===== config.mk =====
export PLATFORM = sky130hd
export DESIGN_NAME = reg9_write_arbiter_flat
export DESIGN_NICKNAME = d
export VERILOG_FILES = /design/src/rtl/reg9_write_arbiter_if.sv /design/src/rtl/reg9_write_arbiter.sv /design/src/flat_wrapper.sv
export SDC_FILE = /design/constraint.sdc
export NUM_CORES = 1
export LEC_CHECK = 0
export CAP_MARGIN = 20
export CORE_ASPECT_RATIO = 0.7
export CORE_MARGIN = 2
export CORE_UTILIZATION = 25
export CTS_CLUSTER_SIZE = 30
export DETAILED_ROUTE_END_ITERATION = 8
export PLACE_DENSITY = 0.56
export SYNTH_ARGS = -nofsm -noshare
export SYNTH_HDL_FRONTEND = slang
export SYNTH_SLANG_ARGS = --single-unit

===== constraint.sdc =====
create_clock -name clk -period 6.6 [get_ports clk]
set_input_delay 1.32 -clock clk [delete_from_list [all_inputs] [get_ports clk]]
set_output_delay 1.32 -clock clk [all_outputs]
set_load 0.02 [all_outputs]

===== src/rtl/reg9_write_arbiter_if.sv =====
// Requester-side bundle for the shared 9-bit register write arbiter.
interface reg9_write_arbiter_if #(
  parameter int NUM_REQ = 4,
  parameter int DATA_W  = 9
);
  logic [NUM_REQ-1:0]        req;
  logic [NUM_REQ*DATA_W-1:0] req_data;
  logic [NUM_REQ-1:0]        grant;
  logic [NUM_REQ-1:0]        ack;
  logic [DATA_W-1:0]         writeData;
  logic                      writeReg;
  logic                      busy;

  // Requesters drive req/req_data and observe the arbiter outputs.
  modport master (
    output req, req_data,
    input  grant, ack, writeData, writeReg, busy
  );

  // The arbiter samples requests and drives grant/ack and the register port.
  modport slave (
    input  req, req_data,
    output grant, ack, writeData, writeReg, busy
  );
endinterface


===== src/rtl/reg9_write_arbiter.sv =====
// Round-robin write arbiter for a shared register: IDLE picks a winner,
// WRITE pulses writeReg, ACK pulses the winner's ack, then back to IDLE.
module reg9_write_arbiter #(
  parameter int NUM_REQ = 4,
  parameter int DATA_W  = 9
) (
  input  logic                 clk,
  input  logic                 reset,
  reg9_write_arbiter_if.slave  bus
);
  localparam int PTR_W = (NUM_REQ > 1) ? $clog2(NUM_REQ) : 1;

  localparam logic [1:0] ST_IDLE  = 2'd0;
  localparam logic [1:0] ST_WRITE = 2'd1;
  localparam logic [1:0] ST_ACK   = 2'd2;

  logic [1:0]         state_q, state_d;
  logic [PTR_W-1:0]   last_q, last_d;
  logic [NUM_REQ-1:0] grant_q, grant_d;
  logic [NUM_REQ-1:0] ack_q, ack_d;
  logic [DATA_W-1:0]  wdata_q, wdata_d;
  logic               wreg_q, wreg_d;
  logic               busy_q, busy_d;

  // Per-requester view of the flat data bus so the winner can be muxed by index.
  logic [DATA_W-1:0]  rd [NUM_REQ];
  for (genvar g = 0; g < NUM_REQ; g++) begin : g_rd
    assign rd[g] = bus.req_data[g*DATA_W +: DATA_W];
  end

  // Next-state and output logic; the rotating scan starts just past last winner.
  always_comb begin : arb_comb
    int               idx;
    logic             found;
    logic [PTR_W-1:0] sel;
    state_d = state_q;
    last_d  = last_q;
    grant_d = grant_q;
    ack_d   = ack_q;
    wdata_d = wdata_q;
    wreg_d  = wreg_q;
    busy_d  = busy_q;
    idx     = 0;
    found   = 1'b0;
    sel     = '0;
    case (state_q)
      ST_IDLE: begin
        for (int k = 1; k <= NUM_REQ; k++) begin
          idx = int'(last_q) + k;
          if (idx >= NUM_REQ) idx = idx - NUM_REQ;
          sel = PTR_W'(idx);
          if (!found && bus.req[sel]) begin
            found        = 1'b1;
            grant_d      = '0;
            grant_d[sel] = 1'b1;
            wdata_d      = rd[sel];
            last_d       = sel;
            wreg_d       = 1'b1;
            busy_d       = 1'b1;
            state_d      = ST_WRITE;
          end
        end
      end
      ST_WRITE: begin
        // Write is committed once writeReg has been high; no abort path.
        wreg_d  = 1'b0;
        ack_d   = grant_q;
        state_d = ST_ACK;
      end
      ST_ACK: begin
        ack_d   = '0;
        grant_d = '0;
        busy_d  = 1'b0;
        state_d = ST_IDLE;
      end
      default: begin
        ack_d   = '0;
        grant_d = '0;
        wreg_d  = 1'b0;
        busy_d  = 1'b0;
        state_d = ST_IDLE;
      end
    endcase
  end

  // State and registered outputs; reset puts requester 0 first in line.
  always_ff @(posedge clk) begin
    if (!reset) begin
      state_q <= ST_IDLE;
      last_q  <= PTR_W'(NUM_REQ - 1);
      grant_q <= '0;
      ack_q   <= '0;
      wdata_q <= '0;
      wreg_q  <= 1'b0;
      busy_q  <= 1'b0;
    end else begin
      state_q <= state_d;
      last_q  <= last_d;
      grant_q <= grant_d;
      ack_q   <= ack_d;
      wdata_q <= wdata_d;
      wreg_q  <= wreg_d;
      busy_q  <= busy_d;
    end
  end

  assign bus.grant     = grant_q;
  assign bus.ack       = ack_q;
  assign bus.writeData = wdata_q;
  assign bus.writeReg  = wreg_q;
  assign bus.busy      = busy_q;
endmodule

===== src/flat_wrapper.sv =====
// flat-port wrapper written by rule: the top's interface ports become plain ports
module reg9_write_arbiter_flat 
#(
  parameter int NUM_REQ = 4,
  parameter int DATA_W  = 9
)
  (clk, reset, bus_req, bus_req_data, bus_grant, bus_ack, bus_writeData, bus_writeReg, bus_busy);
  reg9_write_arbiter_if #(.NUM_REQ(NUM_REQ), .DATA_W(DATA_W)) bus_i ();
  input  logic clk;
  input  logic reset;
  input wire logic [$bits(bus_i.req)-1:0] bus_req;
  input wire logic [$bits(bus_i.req_data)-1:0] bus_req_data;
  output wire logic [$bits(bus_i.grant)-1:0] bus_grant;
  output wire logic [$bits(bus_i.ack)-1:0] bus_ack;
  output wire logic [$bits(bus_i.writeData)-1:0] bus_writeData;
  output wire logic [$bits(bus_i.writeReg)-1:0] bus_writeReg;
  output wire logic [$bits(bus_i.busy)-1:0] bus_busy;
  assign bus_i.req = bus_req;
  assign bus_i.req_data = bus_req_data;
  assign bus_grant = bus_i.grant;
  assign bus_ack = bus_i.ack;
  assign bus_writeData = bus_i.writeData;
  assign bus_writeReg = bus_i.writeReg;
  assign bus_busy = bus_i.busy;
  reg9_write_arbiter #(.NUM_REQ(NUM_REQ), .DATA_W(DATA_W)) u_core (.clk(clk), .reset(reset), .bus(bus_i));
endmodule

==> impl_metrics.py <==
metrics = {
    "status": {
        "result_of_the_run": "finished clean",
    },
    "place": {
        "port_buffers": 60,
        "final_weighted_congestion_in_routability_driven_placement": 0.824,
        "hpwlAfterDp_microns": 4710,
    },
    "worst_setup_path": {
        "setup.worst_path.start_class": "flop",
        "r2r_slack_ps": 2730,
        "worst_r2r_path_depth": 8,
        "path_max_fanout": 47,
        "regToRegEndpoint": "u_core.bus.writeData[6]",
        "critPathRequiredTime_ps": 6680,
        "crit_end_category": "flop",
        "critical_path_arrival_ps": 3950,
        "regToRegStartpoint": "u_core.last_q[0]",
        "cp-startpoint": "u_core.last_q[0]",
        "worstSetupPathType": "flop to flop",
    },
    "detailed_routing": {
        "dr.pass1.iters": 4,
        "total_wirelength_of_the_detailed_routed_design_microns": 6160,
        "first_iter_violations": 81,
        "routed_via_density": 5.25,
        "vias": 2036,
        "drc_errors": 0,
        "drtAntennaViolNets": 0,
        "post_drt_wl_per_cell_microns": 15.9,
    },
    "grt": {
        "number_of_antenna_violations_at_the_first_check_in_global_routing": 0,
        "grt_util_all_layers_pct": 12.4,
        "first_global_vias": 1858,
        "grt_pass1_wl_microns": 9910,
        "grt_start_max_net_pins": 48,
        "grt_overflow_total": 0,
    },
    "sta": {
        "finalSetupViolations": 0,
        "period_needed_ps": 3870,
        "final-hold-violation-count": 0,
        "clock.fmax_ghz": 0.259,
        "max_slew.worst_pin.slew_ps": 879,
        "finalSetupTns_ps": 0,
        "worst_case_clock_skew_ps": 5.54,
        "final_report_max_slew_violation_count": 0,
        "worst_slew_margin_rel_pct": 41.2,
        "grt_setup_unrepaired": "no",
        "min_period_over_period_pct": 58.6,
    },
    "synth": {
        "top_post_synthesis_cells_by_area": "sky130_fd_sc_hd__mux4_2, sky130_fd_sc_hd__dfxtp_1, sky130_fd_sc_hd__o22ai_1",
        "synth_warnings": 0,
        "synth_enable_flop_cells": 0,
        "synth_nets": 262,
        "postSynthAreaPerCell_sq_um": 10.5,
        "syn-cell-area_sq_mm": 0.00227,
        "async_flop_share_pct": 0,
        "synth_top_flop_cell": "sky130_fd_sc_hd__dfxtp_1",
        "dominant_cell_by_count_in_the_synthesized_netlist": "sky130_fd_sc_hd__mux4_2",
        "post-synth-top-area-fraction_pct": 39.6,
        "synth.ff_latch_count": 23,
        "synth_seq_area_share_pct": 20.2,
        "yosys-top-cells-count": "sky130_fd_sc_hd__mux4_2, sky130_fd_sc_hd__dfxtp_1, sky130_fd_sc_hd__nand2_1, sky130_fd_sc_hd__o22ai_1",
        "ys_types": 34,
        "synthCells": 216,
        "synthDominantAreaCellType": "sky130_fd_sc_hd__mux4_2",
    },
    "floorplan": {
        "core_region_area_sq_mm": 0.00896,
        "fp.dieArea_sq_mm": 0.00989,
        "core.rowCount": 29,
        "die-width_microns": 118,
        "die_y_microns": 83.8,
        "start_util_pct": 25.4,
        "io_pins": 61,
    },
    "pwr": {
        "cellLeakagePower_nw": 1.07,
        "combinationalPowerShare_pct": 72.4,
        "power_switching_share_pct": 44.1,
        "power_density_mw_per_mm2": 430,
        "cellInternalPower_uw": 730,
        "switching_power_uw": 576,
        "clock_power_share_pct": 10.1,
        "seq_power_share_pct": 17.5,
        "irDropWorstVdd_uv": 127,
    },
    "clocking": {
        "cts_buffer_depth": 2,
        "numClockSinks": 23,
        "cts_tree": "done",
        "cts-buffers-inserted": 3,
        "clock-root-buffer": "sky130_fd_sc_hd__clkbuf_16",
        "cts_post_setup_buffers_inserted": 0,
        "clkLatencyLatePin_ps": 260,
        "htree_num_levels": 1,
        "clkSlewWorstSetupHoldPaths_ps": 60,
        "cts_resized": 0,
        "cts-hold-fix-buffers": 0,
    },
    "final_layout": {
        "areaGrowthSynthToFinish_pct": 33.5,
        "fin_nets": 311,
        "final_layout_size_suffix_gt1_share_pct": 21.6,
        "fin_util_pct": 33.9,
        "insertedDiodeCount": 0,
    },
    "run": {
        "max-cap-violations": 0,
    },
    "worst_hold_path": {
        "whs_path_depth": 2,
        "holdPathEnd": "u_core.bus.busy",
        "hp-class": "flop to flop",
        "timing.hold.worst.start": "u_core.bus.busy",
    },
}
-- cells in the final DEF (no fill, tap or decap), drive strengths merged --
cell / count
o21ai: 21
clkdlybuf4s50: 60
nand2: 13
a211oi: 2
a22oi: 3
or4: 1
or3b: 1
or2: 3
a21oi: 11
buf: 2
o21ba: 2
nor2: 9
a221oi: 2
a21boi: 1
o221ai: 1
nand3: 2
a22o: 4
o22ai: 13
mux2: 1
mux2i: 6
a31oi: 9
clkbuf: 3
mux4: 40
and2: 1
xnor2: 1
ha: 4
nand2b: 4
inv: 11
dfxtp: 23
nor2b: 8
clkinv: 1
a21o: 1
-- metal layers --
metal	GRT usage [%]	up-vias	part of all wire (%)
met5	0	-	0
met4	3.61	0	1.2
met3	2.05	5	6.9
met2	16.6	74	39
met1	19.8	991	53
li1	-	966	-
-- worst max-delay path, stage by stage (launching register included) --
cell                      delay [ps]
sky130_fd_sc_hd__dfxtp_2         310
sky130_fd_sc_hd__buf_4           570
sky130_fd_sc_hd__inv_1           150
sky130_fd_sc_hd__ha_1            910
sky130_fd_sc_hd__mux4_2          570
sky130_fd_sc_hd__or4_4           610
sky130_fd_sc_hd__and2_1          300
sky130_fd_sc_hd__o21ai_1         180
sky130_fd_sc_hd__a31oi_1          70
-- stage by stage --
| stage | total power, mW | worst slack [ps] | hold WS [ps] | instance area (sq um) | cells |
|---|---|---|---|---|---|
| finish | 1.31 | 2730 | 445 | 3040 | 388 |
| global route | 1.40 | 2470 | 476 | 3040 | 388 |
| CTS | 1.30 | 2710 | 456 | 3040 | 388 |
| detailed placement | 1.17 | 2720 | 448 | 2960 | 384 |
| global placement | 1.17 | 2850 | 440 | 2960 | 384 |
| floorplan | 0.923 | 3370 | 519 | 2270 | 216 |
-- cell type report --
class                           instances  area, sq um
Fill cell                             939         5930
Multi-Input combinational cell        164         1680
Tap cell                              124          155
Sequential cell                        23          462
Clock buffer                            3         75.1
Clock inverter                          1         5.00
Inverter                               11         41.3
Timing Repair Buffer                   62          616
-- power groups by stage --
stage / Combinational (mW) / Sequential [mW] / Clock (mW)
after floorplan: 0.646 / 0.278 / 0
after global placement: 0.935 / 0.233 / 0
after detailed placement: 0.938 / 0.233 / 0
after CTS: 0.939 / 0.230 / 0.135
after global routing: 1.02 / 0.236 / 0.142
final: 0.945 / 0.229 / 0.132
-- kinds of logic (layout without fill, tap and decap cells) --
family | after synthesis | in the layout | share of synthesized area (%)
XOR/XNOR | 1 | 1 | 0.385
AO/OA/AOI/OAI | 70 | 70 | 19.3
multiplexers | 47 | 47 | 42.7
AND/OR/NAND/NOR | 42 | 42 | 9.35
adder cells (fa/ha/maj) | 4 | 4 | 2.20
buffers and inverters | 29 | 77 | 5.78
flip-flops | 23 | 23 | 20.2
-- flip-flops by register name, indices dropped and copies added, names as in the netlist --
name                  flops
u_core.bus.writeData      9
u_core.bus.ack            4
u_core.bus.grant          4
u_core.last_q             2
u_core.state_q            2
u_core.bus.busy           1
u_core.bus.writeReg       1
-- worst max path at each step --
| stage | to | slack, ps | depth (start not counted) |
|---|---|---|---|
| CTS | u_core.bus.writeData[6] | 2710 | 8 |
| finish | u_core.bus.writeData[6] | 2730 | 8 |
| floorplan | u_core.bus.writeData[0] | 3370 | 12 |
| detailed placement | u_core.bus.writeData[6] | 2720 | 8 |
| global placement | u_core.bus.writeData[5] | 2850 | 8 |
| global route | u_core.bus.writeData[8] | 2470 | 8 |
Power figures use the tool's default switching activity.
